## src/rtl/mem_access_pkg.sv

```systemverilog
// Shared types, access-size codes and helpers for the data-memory access unit.
package mem_access_pkg;

   typedef enum logic [1:0] {
      IDLE,
      REQ,
      WAIT,
      DONE
   } state_t;

   localparam logic [1:0] MASK_B = 2'b00;
   localparam logic [1:0] MASK_H = 2'b01;
   localparam logic [1:0] MASK_W = 2'b10;

   localparam int unsigned TIMEOUT_DEFAULT = 255;
   localparam int unsigned TIMEOUT_MAX     = 65535;

   // Watchdog counter width: enough to hold the limit, kept within 8..16 bits.
   function automatic int unsigned timeout_width(input int unsigned limit);
      int unsigned w;
      w = $clog2(limit + 1);
      if (w < 8) begin
         w = 8;
      end else if (w > 16) begin
         w = 16;
      end
      return w;
   endfunction

   function automatic logic [31:0] extend(input logic [31:0] v,
                                          input logic [1:0]  mask,
                                          input logic        sgn);
      logic [31:0] r;
      r = v;
      unique case (mask)
         MASK_B:        r = {{24{sgn & v[7]}}, v[7:0]};
         MASK_H:        r = {{16{sgn & v[15]}}, v[15:0]};
         MASK_W, 2'b11: r = v;
      endcase
      return r;
   endfunction

endpackage

```

## src/rtl/mem_lane_align.sv

```systemverilog
// Combinational byte-lane logic: byte enables, store-lane replication,
// load extract/extend and misalignment detection.
module mem_lane_align
   import mem_access_pkg::*;
(
   input  logic [1:0]  mask,
   input  logic [1:0]  addr_lo,
   input  logic        sgn,
   input  logic [31:0] wdata,
   input  logic [31:0] rdata,
   output logic [3:0]  be,
   output logic [31:0] wdata_rep,
   output logic [31:0] ldata,
   output logic        misalign
);

   logic [31:0] shifted;

   always_comb begin
      shifted   = rdata >> {addr_lo, 3'b000};
      be        = 4'b1111;
      wdata_rep = wdata;
      misalign  = 1'b0;
      unique case (mask)
         MASK_B: begin
            be        = 4'b0001 << addr_lo;
            wdata_rep = {4{wdata[7:0]}};
         end
         MASK_H: begin
            be        = 4'b0011 << {addr_lo[1], 1'b0};
            wdata_rep = {2{wdata[15:0]}};
            misalign  = addr_lo[0];
         end
         MASK_W, 2'b11: begin
            misalign = |addr_lo;
         end
      endcase
      ldata = extend(shifted, mask, sgn);
   end

endmodule

```

## src/rtl/mem_access_unit.sv

```systemverilog
// Data-memory stage: FSM driving a valid/ready bus with registered request outputs.
// Optional watchdog enabled by defining MEM_ACCESS_TIMEOUT_EN.
module mem_access_unit
   import mem_access_pkg::*;
#(
   parameter int unsigned ADDR_W         = 32,
   parameter int unsigned TIMEOUT_CYCLES = TIMEOUT_DEFAULT
)(
   input  logic              clk_i,
   input  logic              rst_n_i,
   input  logic              ld_en_i,
   input  logic              dram_we_i,
   input  logic [1:0]        mask_op_i,
   input  logic              sign_i,
   input  logic [ADDR_W-1:0] addr_i,
   input  logic [31:0]       wdata_i,
   output logic [31:0]       rdata_o,
   output logic              stall_o,
   output logic              misalign_o,
   output logic              bus_err_o,
   output logic              bus_req_o,
   input  logic              bus_gnt_i,
   output logic              bus_we_o,
   output logic [ADDR_W-1:0] bus_addr_o,
   output logic [3:0]        bus_be_o,
   output logic [31:0]       bus_wdata_o,
   input  logic              bus_rvalid_i,
   input  logic [31:0]       bus_rdata_i
);

   state_t      state;
   logic        access;
   logic        expire;
   logic [3:0]  be;
   logic [31:0] wdata_rep;
   logic [31:0] ldata;
   logic        misalign;

   assign access  = ld_en_i | dram_we_i;
   assign stall_o = access & (state != DONE);

   // Decoder controls and address are held by the stall, so the live inputs
   // remain valid for the load extract when read data returns.
   mem_lane_align u_lane (
      .mask      (mask_op_i),
      .addr_lo   (addr_i[1:0]),
      .sgn       (sign_i),
      .wdata     (wdata_i),
      .rdata     (bus_rdata_i),
      .be        (be),
      .wdata_rep (wdata_rep),
      .ldata     (ldata),
      .misalign  (misalign)
   );

   if (TIMEOUT_CYCLES == 0 || TIMEOUT_CYCLES > TIMEOUT_MAX) begin : g_bad_timeout
      $error("mem_access_unit: TIMEOUT_CYCLES out of range");
   end

`ifdef MEM_ACCESS_TIMEOUT_EN
   localparam int unsigned CNT_W = timeout_width(TIMEOUT_CYCLES);

   logic [CNT_W-1:0] cnt;
   logic             busy;
   logic             waiting;

   assign busy    = (state == REQ) | (state == WAIT);
   assign waiting = ((state == REQ) & ~bus_gnt_i) | ((state == WAIT) & ~bus_rvalid_i);
   // Count spans REQ and WAIT together; >= keeps a limit crossed on a grant cycle effective.
   assign expire  = waiting & (cnt >= CNT_W'(TIMEOUT_CYCLES - 1));

   always_ff @(posedge clk_i or negedge rst_n_i) begin
      if (!rst_n_i) begin
         cnt       <= '0;
         bus_err_o <= 1'b0;
      end else begin
         bus_err_o <= expire;
         if (busy && !expire) begin
            cnt <= cnt + 1'b1;
         end else begin
            cnt <= '0;
         end
      end
   end
`else
   assign expire    = 1'b0;
   assign bus_err_o = 1'b0;
`endif

   always_ff @(posedge clk_i or negedge rst_n_i) begin
      if (!rst_n_i) begin
         state       <= IDLE;
         bus_req_o   <= 1'b0;
         bus_we_o    <= 1'b0;
         bus_addr_o  <= '0;
         bus_be_o    <= '0;
         bus_wdata_o <= '0;
         rdata_o     <= '0;
         misalign_o  <= 1'b0;
      end else begin
         misalign_o <= 1'b0;
         unique case (state)
            IDLE: begin
               if (access) begin
                  if (misalign) begin
                     state      <= DONE;
                     misalign_o <= 1'b1;
                     if (!dram_we_i) begin
                        rdata_o <= '0;
                     end
                  end else begin
                     state       <= REQ;
                     bus_req_o   <= 1'b1;
                     bus_we_o    <= dram_we_i;
                     bus_addr_o  <= {addr_i[ADDR_W-1:2], 2'b00};
                     bus_be_o    <= be;
                     bus_wdata_o <= wdata_rep;
                  end
               end
            end
            REQ: begin
               if (bus_gnt_i) begin
                  state     <= bus_we_o ? DONE : WAIT;
                  bus_req_o <= 1'b0;
                  bus_we_o  <= 1'b0;
               end else if (expire) begin
                  state     <= DONE;
                  bus_req_o <= 1'b0;
                  bus_we_o  <= 1'b0;
                  if (!bus_we_o) begin
                     rdata_o <= '0;
                  end
               end
            end
            WAIT: begin
               if (bus_rvalid_i) begin
                  state   <= DONE;
                  rdata_o <= ldata;
               end else if (expire) begin
                  state   <= DONE;
                  rdata_o <= '0;
               end
            end
            DONE: begin
               state <= IDLE;
            end
         endcase
      end
   end

endmodule

```

## config.mk

```make
export PLATFORM = sky130hd
export DESIGN_NAME = mem_access_unit
export DESIGN_NICKNAME = d
export VERILOG_FILES = /design/src/rtl/mem_access_pkg.sv /design/src/rtl/mem_lane_align.sv /design/src/rtl/mem_access_unit.sv
export SDC_FILE = /design/constraint.sdc
export NUM_CORES = 1
export LEC_CHECK = 0
export ABC_AREA = 1
export CAP_MARGIN = 10
export CORE_ASPECT_RATIO = 0.75
export CORE_MARGIN = 2
export CORE_UTILIZATION = 45
export DETAILED_ROUTE_END_ITERATION = 6
export PLACE_DENSITY_LB_ADDON = 0.1
export SLEW_MARGIN = 40
export SYNTH_ARGS = -nofsm -noshare
export SYNTH_HDL_FRONTEND = slang
export SYNTH_HIERARCHICAL = 1
export SYNTH_SLANG_ARGS = --single-unit
```

## constraint.sdc

```tcl
create_clock -name clk_i -period 2.7 [get_ports clk_i]
set_input_delay 0.54 -clock clk_i [delete_from_list [all_inputs] [get_ports clk_i]]
set_output_delay 0.54 -clock clk_i [all_outputs]
set_load 0.01 [all_outputs]
```

======== Yosys cells after proc, flatten, opt, wreduce, memory -nomap -nowiden ========
Cells that the tools add are included.
storage, ports and cells
  bits in registers ....................... 103
  input port bits ......................... 105
  output and inout bits ................... 105
  word-level logic and storage cells ...... 64
cells by class
  equality and inequality tests ........... 13
  shift operators ......................... 3
  multiplexer cells ....................... 25
  bitwise gates (word level) .............. 5
  reductions and logical operators ........ 10
operators with widths
  kind                                                 number
  two-way mux 32 bit                                   4
  case mux 32 bit (2 select lines)                     2
  case mux 32 bit (3 select lines)                     1
  right shift 32 x 5 -> 32 bit                         1
  inequality test 2 bit, second input constant         7
  two-way mux 1 bit                                    9
  equality test 2 bit, second input constant           4
  two-way mux 2 bit                                    4
  case mux 2 bit (4 select lines)                      1
  case mux 4 bit (2 select lines)                      1
  case mux 1 bit (2 select lines)                      3
  AND reduction 3 bit                                  2
  AND reduction 5 bit                                  1
  equality test 2 x 1 -> 1 bit, second input constant  2
  logical NOT 2 bit                                    2
  AND reduction 4 bit                                  1
  nonzero test 2 bit                                   2
  OR reduction 2 bit                                   2
  left shift 1 x 2 -> 4 bit, first input constant      1
  left shift 2 x 2 -> 4 bit, first input constant      1
  bitwise AND 1 bit                                    3
  inverter 1 bit                                       1
  OR 1 bit                                             1

======== Longest topological paths before layout ========
Gate-level depths: netlist (run 1).
  depth in word-level cells ............... 6
  mapped depth ............................ 12
  depth with buffers taken out ............ 11

======== Modules after synthesis ========
Netlist (run 1), hierarchy kept.
by module, submodules not included
  module           times used  cells each  area each (um^2)  seq. area each (um^2)
  mem_access_unit  1           548         4584.4            2577.5
  mem_lane_align   1           242         1257.5            0.0

======== Least setup slack after synthesis (run 1) ========
Ideal clock, no wire load.
  path kind ............................... input port to flip-flop
  start ................................... input port addr_i[0]
  end ..................................... register rdata_o[0]
  setup time .............................. 0.117 ns
  data arrival time ....................... 1.834 ns
  required time ........................... 2.583 ns
  path slack .............................. 0.749 ns
  cell stages on the path ................. 10
  path buffers ............................ 3
  cell sequence ........................... inv_2 buf_6 buf_2 o22ai_1 nor2_8 nor2_4 nand2_2 buf_6 nand2_1 nand2_1
on the way
  cells in the longest elaborated chain, start to end .. 4
  elaborated cells between the ends (all ways) .. 8
  those cells by class .................... eq/ne: 1; shift: 1; mux: 4; reduce/logical: 2
ends and longest elaborated chain
  item                                      line                    text
  from (decl)                               mem_access_unit.sv:15   input logic [ADDR_W-1:0] addr_i,
  OR reduction 2 bit                        mem_lane_align.sv:35    misalign = |addr_lo;
  case mux 1 bit (2 select lines) *         mem_lane_align.sv:24    unique case (mask)
  net misalign                              mem_access_unit.sv:37   logic misalign;
  inequality test 2 bit (no source line) *  n/a
  AND reduction 5 bit (no source line) *    n/a
  to (signal assigned)                      mem_access_unit.sv:138  rdata_o <= ldata;
  to (decl)                                 mem_access_unit.sv:17   output logic [31:0] rdata_o,
Mark *: on every way through the listed nets, which the timed path passes. The rest lies on a longest branch. The select of a mux whose other input is x is not followed.
A chain may end at the register's enable or synchronous reset.

======== Worst setup path in the final report (run 1) ========
  start ................................... input port dram_we_i
  end ..................................... output port stall_o
on the way
  cells in the longest elaborated chain, start to end .. 2
ends and longest elaborated chain
  item               line                   text
  from (decl)        mem_access_unit.sv:12  input logic dram_we_i,
  OR 1 bit           mem_access_unit.sv:39  assign access = ld_en_i | dram_we_i;
  bitwise AND 1 bit  mem_access_unit.sv:40  assign stall_o = access & (state != DONE);
  to (decl)          mem_access_unit.sv:18  output logic stall_o,
Every way passes these cells.

==> impl_metrics.tcl, run 1 <==
set metrics [dict create \
    outcome "finished, final reports clean" \
    synth.yosys.warnings 6 \
    synth_area_leaders "sky130_fd_sc_hd__dfrtp_1 (44%), sky130_fd_sc_hd__nand2_1 (22%), sky130_fd_sc_hd__nand3_1 (9.9%)" \
    cts_tree "done" \
    grt_start_max_net_pins 50 \
    seq_area_mm2 0.00258 \
    postCtsResizedCells 0 \
    io_pins 210 \
    post-route-drc-count 0 \
    yosys.cell_types.count 27 \
    io_buffers 206 \
    drtIter0Drc 381 \
    synth_xor_xnor_area_share_pct 0 \
    clock_skew_ps 10.2 \
    finalWorstSetupSlack_ps 358 \
    drv_slew 0 \
    fin_crit_ps 2340 \
    setup-tns-final_ps 0 \
    cts.repair_timing.setup_buffer_count 0 \
    final_hold_viol_count 0 \
    setup.worst_path.class "in -> out" \
    ys_dominant_reg_cell "sky130_fd_sc_hd__dfrtp_1" \
    preCtsSetupSlack_ps 40.9 \
    worstPathRequired_ps 2160 \
    fp.dieArea_mm2 0.0139 \
    grt_first_pass_wirelength_mm 26.6 \
    clk_transition_reported_paths_ps 80 \
    postRouteWirelength_mm 16.9 \
    totalPowerFinal_mw 7.60 \
    cp_startpoint_kind "input pin" \
    postLayoutCoreUtil_pct 63.7 \
    post_synth_mux_area_share_pct 0 \
    worst_ir_drop_vdd_mv 0.442 \
    ys_top_cells_by_count "sky130_fd_sc_hd__nand2_1 (335), sky130_fd_sc_hd__nand3_1 (115), sky130_fd_sc_hd__dfrtp_1 (103)" \
    slew_headroom_pct 63.4 \
    total_leakage_power_nw 4.36 \
    num_rows 36 \
    pwrdens_mw_per_mm2 930 \
    clock_tree.buffer_depth 2 \
    initial_utilization_pct 45.5 \
    chipWidth_um 136 \
    syn_area_mm2 0.00584 \
    tritoncts_num_sinks 103 \
    first_pass_iters 5 \
    synthSimpleGateAreaFrac_pct 36.8 \
    nFillCells 1206 \
    synthesis.area_per_instance_um2 7.39 \
    global_route.usage.total_pct 24.4 \
    layout-area-overhead-vs-synth_pct 40.0 \
    grt_setup_unrepaired "no" \
    synth_seq_area_share_pct 44.1 \
    number_of_nets_with_antenna_violations_after_routing 0 \
    grt-ovfl-total 0 \
    core_mm2 0.0128 \
    fin_hold_ws_ps 152 \
    yosys.area_share.adder_pct 1.29 \
    first_global_vias 5166 \
    vias_per_cell 4.98 \
    place_hpwl_mm 12.3 \
    later_pin_clock_latency_in_the_skew_report_ps 350 \
    synth_edf_count 0 \
    crit_path_max_fanout 5 \
    cts-buffers-inserted 9 \
    globalplace.congestion 0.842 \
    synth_top_area_share_pct 44.1 \
    nNetsFinal 1078 \
    multiInputGateArea_mm2 0.00259 \
    yosys.area.top_type "sky130_fd_sc_hd__dfrtp_1" \
    clock-root-buffer "sky130_fd_sc_hd__clkbuf_16" \
    final_min_period_over_clock_period_pct 86.8 \
    hold_path.class "in -> async" \
    n_antenna_cell 0 \
    htree_levels 3 \
    total_via_count_after_detailed_routing 5690 \
    die_outline_height_um 103 \
    yosys_register_bits 103 \
    final_layout_size_suffix_gt1_share_pct 7.30 \
    endpoint_kind "primary output" \
    setup_viol 0 \
    maxClockFrequency_mhz 427 \
    async_reset_ff_share_pct 100 \
    final_routed_wire_length_divided_by_cell_count_um 14.7 \
    synth_top_family_by_area "simple AND/OR/NAND/NOR gates" \
    drv.max_cap_violation_count 0 \
    worst_slew_pin_slew_ps 544 \
    antenna_found_initial 0 \
    netlist_instances 790 \
    synth-compound-area-share_pct 6.00 \
    worst_ep_arrival_time_ps 1800 \
    synth_most_common_cell "sky130_fd_sc_hd__nand2_1" \
    post_cts_hold_buffer_count 0 \
]
routing by layer:
metal	track usage [%]	share of wire (%)
met3	4.77	7.3
met1	36.4	48
met5	0	0
met2	36.5	43
met4	6.17	1.5
logic make-up after synthesis:
family,count (synthesis)
AND/OR/NAND/NOR,488
buffers and inverters,131
flip-flops,103
AO/OA/AOI/OAI,61
adder cells (fa/ha/maj),6
other,1
cell usage in the layout (no fill, tap or decap), drive strengths merged:
cell type	instances
ha	6
o211ai	15
dfrtp	103
nand3	130
conb	3
nor2	15
inv	72
a21boi	1
o21ai	36
buf	21
nand4	2
clkdlybuf4s50	205
clkinvlp	3
a21oi	8
o22ai	1
clkbuf	10
nand2	341
path summary, 6_finish.rpt:
check	start	endpoint	slack, ps	depth (start not counted)
worst max-delay path	dram_we_i	stall_o	360	4
worst min-delay path	rst_n_i	bus_req_o	150	1
worst max register to register	state[0]	bus_we_o	820	7
worst min register to register	bus_wdata_o[3]	bus_wdata_o[3]	470	2
max in group asynchronous	rst_n_i	rdata_o[19]	1850	2
min in group clk_i	bus_wdata_o[3]	bus_wdata_o[3]	470	2
worst max-delay path, cell delays in order:
cell and delay [ps]:
sky130_fd_sc_hd__clkdlybuf4s50_1 560, sky130_fd_sc_hd__nor2_4 80, sky130_fd_sc_hd__nor2_1 90, sky130_fd_sc_hd__clkdlybuf4s50_1 530
stage by stage:
| step | std cells | cell area [um2] |
|---|---|---|
| 2_1_floorplan | 792 | 5850 |
| 3_3_place_gp | 1127 | 7900 |
| 3_5_place_dp | 1127 | 7900 |
| 4_1_cts | 1143 | 8180 |
| 5_1_grt | 1143 | 8180 |
| 6_report | 1143 | 8180 |
power breakdown:
part,internal [mW],switching [mW],total [mW]
Combinational,1.82,1.96,3.78
Sequential,2.20,0.369,2.56
Clock,0.640,0.618,1.26
flip-flops by register name, indices dropped and copies added (netlist names):
register,cells
bus_wdata_o,32
rdata_o,32
bus_addr_o,30
bus_be_o,4
state,2
bus_req_o,1
bus_we_o,1
misalign_o,1
layout make-up:
class	count	share of cell area, %
repair buffers	226	27.6
inverters	69	3.20
clock buffers	10	2.80
clock inverters	6	0.627
multi-input cells	558	31.6
flip-flops and latches	103	31.5
well taps	171	2.62
Note: power is estimated with default switching activity, not from simulation.
==> inputs of run 2 (changes only) <==
CELL_PAD_IN_SITES_DETAIL_PLACEMENT = 1   (was unset)
CELL_PAD_IN_SITES_GLOBAL_PLACEMENT = 1   (was unset)
CORE_UTILIZATION = 34   (was 45)
PLACE_DENSITY = 0.82   (was unset)
PLACE_DENSITY_LB_ADDON = unset   (was 0.1)
==> impl_metrics.tcl, run 2 (same netlist as run 1, synthesis figures left out) <==
set metrics [dict create \
    vias_per_cell 4.90 \
    postRouteWirelength_mm 20.1 \
    post_cts_hold_buffer_count 0 \
    layout-area-overhead-vs-synth_pct 41.1 \
    timing.critical_path.slowest_cell_delay_ps 570 \
    cells_along_the_critical_path "clkdlybuf4s50_1, nor2_4, nor2_1, clkdlybuf4s50_1" \
    crit_end "stall_o" \
    nNetsFinal 1077 \
    drtIter0Drc 278 \
    grt_start_max_net_pins 67 \
    wl_met2_mm 9.03 \
    slew_headroom_pct 55.7 \
    maxUsedRoutingLayer "met4" \
    grt_setup_unrepaired "no" \
    postCtsResizedCells 0 \
    total_leakage_power_nw 4.36 \
    cts_tree "done" \
    met3_wirelength_mm 1.16 \
    critical_path.top_delay_family "buffers and inverters" \
    cp_num_cells 4 \
    launching_point_of_the_worst_reg2reg_path "state[0]" \
    clock-root-buffer "sky130_fd_sc_hd__clkbuf_16" \
    io_pins 210 \
    endpoint_kind "primary output" \
    fin_hold_ws_ps 199 \
    initial_utilization_pct 34.7 \
    later_pin_clock_latency_in_the_skew_report_ps 360 \
    post-route-drc-count 0 \
    tritoncts_num_sinks 103 \
    pwrdens_mw_per_mm2 942 \
    regToRegSetupSlack_ps 730 \
    first_global_vias 5850 \
    fin_crit_ps 2380 \
    outcome "finished, final reports clean" \
    die_outline_height_um 118 \
    setup_viol 0 \
    grt_first_pass_wirelength_mm 32.4 \
    layout.cells.most_common "sky130_fd_sc_hd__nand2_1" \
    leading_registers_by_flop_count "bus_wdata_o (32), rdata_o (32), bus_addr_o (30)" \
    critical-path-slowest-cell "sky130_fd_sc_hd__clkdlybuf4s50_1" \
    chipWidth_um 155 \
    worstPathRequired_ps 2160 \
    number_of_nets_with_antenna_violations_after_routing 0 \
    num_rows 41 \
    postPlaceCellArea_mm2 0.00795 \
    io_buffers 206 \
    worst_slew_pin_slew_ps 664 \
    first_pass_iters 5 \
    route.layer.met1.wl_mm 9.73 \
    clock_skew_ps 10.1 \
    worst_ir_drop_vdd_mv 0.483 \
    drv.max_cap_violation_count 0 \
    cp_num_buf_inv 2 \
    worst_setup_path_startpoint "dram_we_i" \
    antenna_found_initial 2 \
    globalplace.congestion 0.892 \
    final_routed_wire_length_divided_by_cell_count_um 16.9 \
    crit-reg2reg-capture "bus_req_o" \
    reg2regPathDepth 7 \
    cts.repair_timing.setup_buffer_count 0 \
    post_placement_cell_count 1170 \
    drv_slew 0 \
    global_route.usage.total_pct 22.4 \
    cp_startpoint_kind "input pin" \
    final_hold_viol_count 0 \
    htree_levels 3 \
    grt-ovfl-total 0 \
    total_via_count_after_detailed_routing 5827 \
    final_layout_size_suffix_gt1_share_pct 7.31 \
    clock_tree.buffer_depth 2 \
    final_cell_mix "sky130_fd_sc_hd__nand2_1 (334), sky130_fd_sc_hd__clkdlybuf4s50_1 (205), sky130_fd_sc_hd__nand3_1 (115)" \
    crit_path_max_fanout 5 \
    worst_ep_arrival_time_ps 1840 \
    final_cells 1188 \
    maxClockFrequency_mhz 421 \
    setup.worst_path.class "in -> out" \
    cpMostUsedCell "sky130_fd_sc_hd__clkdlybuf4s50_1" \
    postLayoutCoreUtil_pct 49.0 \
    place_hpwl_mm 15.0 \
    fp.dieArea_mm2 0.0183 \
    setup-tns-final_ps 0 \
    final_min_period_over_clock_period_pct 88.1 \
    cts-buffers-inserted 9 \
    hold_path.class "in -> async" \
    core_mm2 0.0168 \
    post-route-cell-area_mm2 0.00825 \
    clk_transition_reported_paths_ps 70 \
]
run 2: cell types whose count changed in the layout (fill, tap and decap cells not counted):
cell,previous run,this run
sky130_fd_sc_hd__inv_6,2,1
sky130_fd_sc_hd__diode_2,0,2
sky130_fd_sc_hd__buf_4,17,16
sky130_fd_sc_hd__clkbuf_1,1,0
sky130_fd_sc_hd__clkinv_8,0,1
sky130_fd_sc_hd__clkinv_4,0,1
run 2: routing by layer:
| layer | up-vias | global-route usage, % |
|---|---|---|
| li1 | 2821 | - |
| met1 | 2797 | 32.6 |
| met2 | 194 | 34.2 |
| met3 | 15 | 5.23 |
| met4 | 0 | 4.19 |
| met5 | - | 0 |
run 2: cell type report:
type / count / area, um2
diodes: 2 / 5.00
clock buffers: 9 / 225
clock inverters: 7 / 67.6
fillers: 2091 / 8580
inverters: 69 / 262
multi-input cells: 558 / 2590
flip-flops and latches: 103 / 2580
well taps: 215 / 269
repair buffers: 225 / 2250
run 2: where the power goes:
group | switching (mW) | leakage [nW] | total [mW] | internal (mW)
Clock | 0.665 | 0.133 | 1.31 | 0.646
Sequential | 0.390 | 1.33 | 2.59 | 2.20
Combinational | 2.05 | 2.90 | 3.87 | 1.82
Total | 3.11 | 4.36 | 7.77 | 4.66
run 2: how the worst min path moves through the flow:
stage                      to  cells after the start
2_1_floorplan  bus_addr_o[10]                      0
3_3_place_gp   bus_addr_o[20]                      2
3_5_place_dp    bus_addr_o[7]                      2
4_1_cts        bus_addr_o[13]                      1
5_1_grt        bus_addr_o[13]                      1
6_report       bus_addr_o[13]                      1
run 2: stage by stage:
| step | power, mW | worst slack [ps] |
|---|---|---|
| after floorplan | 4.51 | 749 |
| after global placement | 6.39 | 101 |
| after detailed placement | 6.54 | 86.1 |
| after CTS | 7.88 | 330 |
| after global routing | 8.33 | 281 |
| final | 7.77 | 322 |
==> variant (flow settings as in run 2) <==
Change the parameter `ADDR_W` from 32 to 64.
--- a/src/rtl/mem_access_unit.sv
+++ b/src/rtl/mem_access_unit.sv
@@ -3,7 +3,7 @@
 module mem_access_unit
    import mem_access_pkg::*;
 #(
-   parameter int unsigned ADDR_W         = 32,
+   parameter int unsigned ADDR_W         = 64,
    parameter int unsigned TIMEOUT_CYCLES = TIMEOUT_DEFAULT
 )(
    input  logic              clk_i,
Interface: changed (resized addr_i and bus_addr_o); port bits go from 210 to 274. The function was not compared with the original's and may differ.
==> variant against run 2 <==
  * Sequential cell count increased by 32
  * Combinational power is 26% higher
  * Via count rose by 22%
  * Design area increased by 28%
  * Power grew 40%
  * Wire length increased by 27%
  * Area after synthesis grew 20%
  * Final cell count is 22% higher
  * Worst hold slack worse by 0.14 ns
  * Setup slack improved by 0.0029 ns
  * Sequential power grew 33%
  * Largest power group unchanged
==> variant: results (changes against run 2) <==
[critical_path]
cp_slowest_cell = clkdlybuf4s50_1
cp_slowest_stage_delay_ns = 0.48  ; -0.09 ns
worstPathArrival_ns = 1.83
cpLargestDelayFamily = buffers and inverters
worst-path-max-fanout = 5  ; unchanged

[place]
place.gp.congestion = 0.816  ; -8.6%
dp_slack_ns = 0.0194  ; -0.0667 ns
dp.cells = 1414  ; +21%
placed_area_um2 = 9910  ; +25%
dpl.hpwl_um = 18700  ; +24%

[global_routing]
antenna_found_initial = 1  ; -1
grt_max_degree = 62  ; -7.5%
grt_pass1_vias = 7438  ; +27%
grt_pass1_wl_um = 40600  ; +25%
grt_util_all_layers_pct = 24.0  ; +1.6 points

[power]
p_leak_nw = 5.50  ; +26%
ir_drop_mv = 0.444  ; -8.0%
clk-power_mw = 2.55  ; +95%
power.density_nw_per_um2 = 1030  ; +9.2%
swShare_pct = 37.2  ; -2.7 points
pg_seq_mw = 3.44  ; +33%

[detailed_routing]
viasPerCell = 4.91  ; +0.19%
avgRoutedWirePerCell_um = 17.6  ; +4.2%
drt_iter0_markers = 546  ; +96%
num_vias = 7106  ; +22%

[logic_synthesis]
synth_compound_area_share_pct = 5.00  ; -1.0 points
synthTopCellsByCount = nand2_1, nand3_1, dfrtp_1, inv_1, buf_2
yosysUniqueCellTypes = 28  ; +3.7%
yosysWarnings = 6  ; unchanged
seq_area_frac_synth_pct = 48.2  ; +4.1 points
synth_top_cells_by_area = dfrtp_1, nand2_1, nand3_1
avgSynthCellArea_um2 = 7.57  ; +2.3%

[timing]
fin_skew_ns = 0.00942  ; -0.000674 ns
tightest_slew_ns = 0.688  ; +0.0237 ns

[clock_tree]
worstSkewPairLatency_ns = 0.42  ; +0.06 ns
cts_buffers = 17  ; +8
htreeDepth = 4  ; +1

[layout]
fill_cells = 2423  ; +16%
largest_registers = bus_addr_o x62, bus_wdata_o x32, rdata_o x32
layout-drive-gt1-share_pct = 7.92  ; +0.61 points

[status]
status = finished clean

[die]
rows = 45  ; +9.8%

## variant: cell count changes after synthesis, sizes merged
cell / run 2 / this run
buf: 57 / 58
clkbuf: 5 / 13
dfrtp: 103 / 135
nand2: 341 / 405
nand3: 130 / 162
## variant: cells by family (layout without fill, tap and decap cells)
group	Yosys count	in the layout
compound gates	61	61
fa+ha+maj	6	6
buf+inv	140	398
flops	135	135
other cells	1	4
simple gates	584	584
## variant: metal layers
metal  routed length [um]  up-vias  share of wire [%]  global-route usage, %
met5                    0        -                  0                      0
met3                 1450       27                5.7                   5.14
li1                     -     3422                  -                      -
met4                  415        0                1.6                   6.13
met1                11800     3444                 46                   32.0
met2                11900      213                 47                   40.0
## variant: path summary, 6_finish.rpt
check	cells after the start	from	slack [ns]	endpoint
min in group clk_i	2	bus_addr_o[48]$_DFFE_PN0P_	0.47	bus_addr_o[48]$_DFFE_PN0P_
max in group asynchronous	2	rst_n_i	1.95	state[0]$_DFFE_PN0P_
setup reg to reg	7	state[0]$_DFFE_PN0P_	0.60	bus_wdata_o[26]$_DFFE_PN0P_
hold reg to reg	2	bus_addr_o[48]$_DFFE_PN0P_	0.47	bus_addr_o[48]$_DFFE_PN0P_
hold / removal	1	rst_n_i	0.06	bus_wdata_o[20]$_DFFE_PN0P_
setup / recovery	4	dram_we_i	0.33	stall_o
## variant: final cells by class
class	count	area (um2)	area share [%]
clock buffers	17	425	4.03
multi-input cells	654	2980	28.3
well taps	258	323	3.06
flip-flops and latches	135	3380	32.0
clock inverters	14	214	2.03
repair buffers	298	2960	28.1
inverters	69	262	2.48
diodes	1	2.50	0.0237
## variant: worst register-to-register path: stages (launching register included)
cell and delay [ns]:
dfrtp_1 0.44, inv_1 0.17, ha_1 0.27, inv_2 0.12
nor2_8 0.14, buf_4 0.57, nand3_1 0.24, nand2_1 0.11
